--- src/rtl/project.sv ---
// IEEE 1149.1 TAP controller with BYPASS, USERDATA and optional IDCODE data registers.
// Optional feature macro: PROJECT_IDCODE_EN adds the 32-bit IDCODE register/decode and
// makes IDCODE the reset instruction (BYPASS otherwise).
module project #(
  parameter int unsigned IR_LEN     = 4,
  parameter logic [31:0] IDCODE_VAL = 32'h1234_5679,
  parameter int unsigned UDR_LEN    = 8
) (
  input  logic TCK,
  input  logic TRST,
  input  logic TMS,
  input  logic TDI,
  output logic TDO
);

  localparam logic [IR_LEN-1:0] IR_CAPTURE = IR_LEN'(4'b0101);
  localparam logic [IR_LEN-1:0] IR_BYPASS  = IR_LEN'(4'b1111);
  localparam logic [IR_LEN-1:0] IR_USER    = IR_LEN'(4'b0010);
`ifdef PROJECT_IDCODE_EN
  localparam logic [IR_LEN-1:0] IR_IDCODE  = IR_LEN'(4'b0001);
  localparam logic [IR_LEN-1:0] IR_RESET   = IR_IDCODE;
`else
  localparam logic [IR_LEN-1:0] IR_RESET   = IR_BYPASS;
`endif

  // IDCODE_VAL must carry the mandatory 1 in bit 0
  if (IDCODE_VAL[0] != 1'b1) begin : g_idcode_lsb_check
    $error("IDCODE_VAL bit 0 must be 1");
  end

  typedef enum logic [3:0] {
    TEST_LOGIC_RESET,
    RUN_TEST_IDLE,
    SELECT_DR_SCAN,
    CAPTURE_DR,
    SHIFT_DR,
    EXIT1_DR,
    PAUSE_DR,
    EXIT2_DR,
    UPDATE_DR,
    SELECT_IR_SCAN,
    CAPTURE_IR,
    SHIFT_IR,
    EXIT1_IR,
    PAUSE_IR,
    EXIT2_IR,
    UPDATE_IR
  } tap_state_t;

  tap_state_t         state;
  logic [IR_LEN-1:0]  ir_sr;
  logic [IR_LEN-1:0]  ir;
  logic               bypass_sr;
  logic [UDR_LEN-1:0] udr_sr;
  logic [UDR_LEN-1:0] udr_hold;
  logic               sel_user_c;
  logic               dr_tdo_c;
`ifdef PROJECT_IDCODE_EN
  logic [31:0]        idcode_sr;
  logic               sel_idcode_c;
`endif

  // TAP state machine: standard TMS transition table
  always_ff @(posedge TCK or negedge TRST) begin
    if (!TRST) begin
      state <= TEST_LOGIC_RESET;
    end else begin
      case (state)
        TEST_LOGIC_RESET: state <= TMS ? TEST_LOGIC_RESET : RUN_TEST_IDLE;
        RUN_TEST_IDLE:    state <= TMS ? SELECT_DR_SCAN   : RUN_TEST_IDLE;
        SELECT_DR_SCAN:   state <= TMS ? SELECT_IR_SCAN   : CAPTURE_DR;
        CAPTURE_DR:       state <= TMS ? EXIT1_DR         : SHIFT_DR;
        SHIFT_DR:         state <= TMS ? EXIT1_DR         : SHIFT_DR;
        EXIT1_DR:         state <= TMS ? UPDATE_DR        : PAUSE_DR;
        PAUSE_DR:         state <= TMS ? EXIT2_DR         : PAUSE_DR;
        EXIT2_DR:         state <= TMS ? UPDATE_DR        : SHIFT_DR;
        UPDATE_DR:        state <= TMS ? SELECT_DR_SCAN   : RUN_TEST_IDLE;
        SELECT_IR_SCAN:   state <= TMS ? TEST_LOGIC_RESET : CAPTURE_IR;
        CAPTURE_IR:       state <= TMS ? EXIT1_IR         : SHIFT_IR;
        SHIFT_IR:         state <= TMS ? EXIT1_IR         : SHIFT_IR;
        EXIT1_IR:         state <= TMS ? UPDATE_IR        : PAUSE_IR;
        PAUSE_IR:         state <= TMS ? EXIT2_IR         : PAUSE_IR;
        EXIT2_IR:         state <= TMS ? UPDATE_IR        : SHIFT_IR;
        UPDATE_IR:        state <= TMS ? SELECT_DR_SCAN   : RUN_TEST_IDLE;
        default:          state <= TEST_LOGIC_RESET;
      endcase
    end
  end

  // Instruction decode; unknown codes fall through to BYPASS
  always_comb begin
    sel_user_c = (ir == IR_USER);
`ifdef PROJECT_IDCODE_EN
    sel_idcode_c = (ir == IR_IDCODE);
`endif
  end

  // Serial output of the selected data register
  always_comb begin
    dr_tdo_c = bypass_sr;
    if (sel_user_c) begin
      dr_tdo_c = udr_sr[0];
    end
`ifdef PROJECT_IDCODE_EN
    else if (sel_idcode_c) begin
      dr_tdo_c = idcode_sr[0];
    end
`endif
  end

  // IR shift register: capture fixed pattern, shift right with TDI into MSB
  always_ff @(posedge TCK or negedge TRST) begin
    if (!TRST) begin
      ir_sr <= '0;
    end else if (state == CAPTURE_IR) begin
      ir_sr <= IR_CAPTURE;
    end else if (state == SHIFT_IR) begin
      ir_sr <= {TDI, ir_sr[IR_LEN-1:1]};
    end
  end

  // Data shift registers: capture and shift only the selected one
  always_ff @(posedge TCK or negedge TRST) begin
    if (!TRST) begin
      bypass_sr <= 1'b0;
      udr_sr    <= '0;
`ifdef PROJECT_IDCODE_EN
      idcode_sr <= '0;
`endif
    end else if (state == CAPTURE_DR) begin
      if (sel_user_c) begin
        udr_sr <= udr_hold;
      end
`ifdef PROJECT_IDCODE_EN
      else if (sel_idcode_c) begin
        idcode_sr <= IDCODE_VAL;
      end
`endif
      else begin
        bypass_sr <= 1'b0;
      end
    end else if (state == SHIFT_DR) begin
      if (sel_user_c) begin
        udr_sr <= {TDI, udr_sr[UDR_LEN-1:1]};
      end
`ifdef PROJECT_IDCODE_EN
      else if (sel_idcode_c) begin
        idcode_sr <= {TDI, idcode_sr[31:1]};
      end
`endif
      else begin
        bypass_sr <= TDI;
      end
    end
  end

  // Falling-edge updates: active instruction and user holding register
  always_ff @(negedge TCK or negedge TRST) begin
    if (!TRST) begin
      ir       <= IR_RESET;
      udr_hold <= '0;
    end else begin
      if (state == TEST_LOGIC_RESET) begin
        ir <= IR_RESET;
      end else if (state == UPDATE_IR) begin
        ir <= ir_sr;
      end
      if (state == UPDATE_DR && sel_user_c) begin
        udr_hold <= udr_sr;
      end
    end
  end

  // TDO launched on the falling edge, driven only while shifting
  always_ff @(negedge TCK or negedge TRST) begin
    if (!TRST) begin
      TDO <= 1'b0;
    end else if (state == SHIFT_IR) begin
      TDO <= ir_sr[0];
    end else if (state == SHIFT_DR) begin
      TDO <= dr_tdo_c;
    end else begin
      TDO <= 1'b0;
    end
  end

endmodule

--- config.mk ---
export PLATFORM = sky130hd
export DESIGN_NAME = project
export DESIGN_NICKNAME = d
export VERILOG_FILES = /design/src/rtl/project.sv
export SDC_FILE = /design/constraint.sdc
export NUM_CORES = 1
export LEC_CHECK = 0
export BUFFER_PORTS_ARGS = -buffer_cell sky130_fd_sc_hd__buf_2
export CAP_MARGIN = 10
export CORE_MARGIN = 2
export CORE_UTILIZATION = 60
export DETAILED_ROUTE_END_ITERATION = 16
export PLACE_DENSITY = 0.77
export SETUP_SLACK_MARGIN = 0.4
export SLEW_MARGIN = 10
export SYNTH_ARGS = -nofsm -noshare
export SYNTH_HDL_FRONTEND = slang
export SYNTH_SLANG_ARGS = --single-unit
export TNS_END_PERCENT = 20
--- constraint.sdc ---
create_clock -name TCK -period 2.45 [get_ports TCK]
set_clock_uncertainty 0.15 [all_clocks]
set_input_delay 0.1225 -clock TCK [delete_from_list [all_inputs] [get_ports TCK]]
set_output_delay 0.1225 -clock TCK [all_outputs]
set_load 0.01 [all_outputs]
* Yosys cells after proc, flatten, opt, wreduce, memory -nomap -nowiden *
Index checks and enable logic that the tools add are counted.

word-level totals
  bits in registers = 30

cells by class
  muxes and demuxes = 28
  reduce and logical (&&, ||, !) cells = 10
  eq/ne operators = 20

operator list
  operator                                                                number
  4-bit one-hot mux with 12 select lines                                  1
  4-bit equality test (second input constant)                             8
  4-bit 2-to-1 mux                                                        8
  8-bit 2-to-1 mux                                                        4
  4-bit by 3-bit equality test with 1-bit output (second input constant)  4
  4-bit by 2-bit equality test with 1-bit output (second input constant)  3
  1-bit 2-to-1 mux                                                        10
  2-bit inequality test (second input constant)                           4
  2-bit 2-to-1 mux                                                        3
  3-bit 2-to-1 mux                                                        2
  3-bit AND reduction                                                     2
  2-bit nonzero test                                                      3
  4-bit by 1-bit equality test with 1-bit output (second input constant)  1
  4-bit zero test                                                         1
  2-bit OR reduction                                                      2
  3-bit OR reduction                                                      1
  1-bit logical AND                                                       1

* Longest topological paths before layout *
  word-level depth = 4
  mapped depth = 6

==> run summary <==
================================================================================
PnR worst setup slack .............................................    -305.1 ps
Maximum number of pins on one net before global-route repair ......           21
Core area .........................................................    2432 um^2
Top_reg_cell synth ................................................ sky130_fd_sc_hd__dfrtp_1
Element type at the critical path start ...........................         flop
RSZ-0062 raised after global routing ..............................          yes
Clk pin slew, worst setup/hold paths ..............................        90 ps
Cts bufs inserted .................................................            5
Total global routing track utilization ............................       0.2507
Floorplan die width ...............................................     54.23 um
Cell breakdown of the critical path ............................... nor4b_4 -> buf_6 -> nor2_4 -> mux2_4
Static leakage power .............................................. 0.0008372 uW
Syn nets ..........................................................          150
Antenna violations before repair ..................................            0
Run status ........................................................ finished, violations left
Cell type with the largest total area after synthesis ............. sky130_fd_sc_hd__dfrtp_1
Top cell type's share of synthesized area .........................       0.2810
Origin of the worst setup path ....................................        ir[1]
Maximum fanout along the worst path ...............................            4
Boundary Pins .....................................................            5
First drt pass iteration count ....................................            4
Post-Syn Area per Cell ............................................   10.37 um^2
Average wire per standard cell ....................................     15.70 um
Endpoint required time on the critical path .......................      2530 ps
Count of synthesis-stage warnings from yosys ......................            0
Number of synthesized flops with an enable pin ....................            0
Vias after detailed routing .......................................         1217
Largest cells by area after synthesis ............................. sky130_fd_sc_hd__dfrtp_1 28%, sky130_fd_sc_hd__dfrtn_1 15%, sky130_fd_sc_hd__dfstp_2 6.9%
Clock tree from TritonCTS .........................................          yes
Path category of the worst min-delay check ........................ input pin to asynchronous set/reset pin
Fraction of final layout cells with drive strength greater than 1 .       0.3182
Buffer and inverter count on the worst path .......................            1
Count of different cell masters after synthesis ...................           35
Final number of hold-violating endpoints ..........................            0
Maximum ir drop on the vdd rail ...................................    0.7416 mV
Sequential element share of the synthesized area ..................       0.4992
Gp weighted congestion ............................................       0.7875
Maximum number of buffers from clock root to sink .................            2
Clock insertion delay at the later pin of the skew report .........       390 ps
Post-detailed-placement half-perimeter wirelength .................     2.202 mm
Most frequently used cell type in the post-synthesis netlist ...... sky130_fd_sc_hd__nand2_1
Non-filler instance count after layout ............................          206
Arrival time worst endpoint .......................................      2830 ps
Fillers ...........................................................          174
ANT cells .........................................................            0
Number of storage elements in the synthesis netlist ...............           30
Initial cell density of the core ..................................       0.6224
Post-synth top cells .............................................. 22 x sky130_fd_sc_hd__nand2_1, 17 x sky130_fd_sc_hd__dfrtp_1, 17 x sky130_fd_sc_hd__o21ai_0
Residual antenna-violating net count after detailed routing .......            0
Ys async rst share ................................................        1.000
Stages on the worst setup path ....................................            4
Via density per instance ..........................................        5.908
Crit-path slowest cell ............................................ sky130_fd_sc_hd__dfstp_2
Family with the most delay on the worst path ......................   flip-flops
Power density normalized to cell area ............................. 968.0 nW/um^2
Setup Crit Path Kind .............................................. flop to flop
Remaining max-slew budget at the tightest pin .....................       0.6659
Worst reg-to-reg setup slack ......................................      -310 ps
Nets ..............................................................          179
Clock root buffer ................................................. sky130_fd_sc_hd__clkbuf_4
Violated checks ................................................... negative setup slack
Final-report setup violation count ................................           21
Number of placed instances, taps included .........................          188
DRC violations left ...............................................            0
Crit end category .................................................         flop
Synth Instances ...................................................          146
Leftover overflow at the end of global routing ....................            0
Worst reg-to-reg path cell count ..................................            4
Final count of pins violating max slew ............................            0
Worst setup endpoint ..............................................    bypass_sr
Wire length of the first global-routing pass ......................     5.119 mm
Port-buffer cells .................................................            4
Number of H-tree branching levels .................................            2
Die Outline Area ..................................................    2941 um^2
Largest stage delay on the critical path ..........................       530 ps
Slew at the pin closest to its max-slew limit .....................     500.4 ps
R2r startpoint ....................................................        ir[1]
Number of clock sinks .............................................           30
Mapped cell area ..................................................    1514 um^2
End of the worst register-to-register path ........................    bypass_sr
Area added between synthesis and finish ...........................       20.16%
Final core area utilization .......................................       0.7479
Number of global-route vias before repair .........................         1128
Chip height .......................................................     54.23 um
Number of max-cap violations ......................................            0
First DRT Iteration DRCs ..........................................           45
Total Routed Length ...............................................     3.235 mm
Rows ..............................................................           18
================================================================================
how the worst min path moves through the flow:
| stage | to | depth (start not counted) |
|---|---|---|
| detailed placement | udr_sr[7] | 1 |
| global route | udr_sr[7] | 2 |
| finish | ir_sr[0] | 2 |
| floorplan | bypass_sr | 0 |
| CTS | ir_sr[0] | 2 |
| global placement | udr_sr[7] | 1 |
layout make-up:
cell class	count	area, um^2	share of cell area
Timing Repair Buffer	28	211.5	0.1162
Multi-Input combinational cell	104	732.0	0.4023
Inverter	2	7.507	0.004127
Clock buffer	7	55.05	0.03026
Tap cell	30	37.54	0.02063
Sequential cell	30	755.7	0.4154
Clock inverter	5	20.02	0.01100
cells by family after synthesis:
logic type                share of synthesized area
DFF                                          0.4992
muxes                                        0.1231
AOI/OAI and AO/OA                            0.1314
and+or+nand+nor                              0.1967
buffers and inverters                       0.04380
xor gates and xnor gates                   0.005786
report_power, final:
part | internal (uW) | switching [uW] | total (uW)
Sequential | 604 | 68.0 | 672
Clock | 147 | 192 | 339
Combinational | 343 | 407 | 750
layer usage:
metal / part of all wire / global-route usage / up-vias
met5: 0 / 0 / -
met4: 0.0083 / 0.09167 / 0
met3: 0.046 / 0.07650 / 3
met2: 0.57 / 0.4498 / 34
met1: 0.38 / 0.2771 / 608
li1: - / - / 572
layout by cell type (no fill, tap or decap), drive strengths merged, types with 2 or more instances in the layout:
| cell type | count |
|---|---|
| nand2 | 22 |
| nor4b | 2 |
| dfstp | 4 |
| clkbuf | 7 |
| dfrtn | 9 |
| dlygate4sd3 | 3 |
| buf | 25 |
| o21ai | 21 |
| mux2i | 7 |
| a221oi | 2 |
| nor2 | 11 |
| nor2b | 6 |
| nor3 | 2 |
| a21oi | 2 |
| nand2b | 2 |
| dfrtp | 17 |
| nand3 | 4 |
| mux2 | 10 |
| inv | 6 |
| a22oi | 4 |
through the flow:
step                      cell area, um^2  total power, uW  setup slack (ps)  TNS, ps  hold WS, ps
after floorplan                      1524             1195            -288.2    -5413       -323.1
after global placement               1655             1359            -273.4    -4507       -136.6
after detailed placement             1655             1397            -418.5    -5765       -139.8
after CTS                            1819             1760            -292.0    -3796        37.50
after global routing                 1819             1882            -356.6    -4918        61.82
final                                1819             1761            -305.1    -3720        35.51
flip-flops by register name, indices dropped and copies added, names as in the netlist:
signal / cells
state: 4
udr_hold: 8
ir_sr: 4
udr_sr: 8
TDO: 1
bypass_sr: 1
ir: 4
timing repair:
item / in CTS / in global routing
gates resized for setup: 12 / 0
hold endpoints to repair: 19 / 0
setup endpoints to repair: 23 / 23
pin swaps: 8 / 2
cloned: 1 / 0
setup buffers: 3 / 0
hold buffers: 3 / 0
Power figures use the tool's default switching activity.
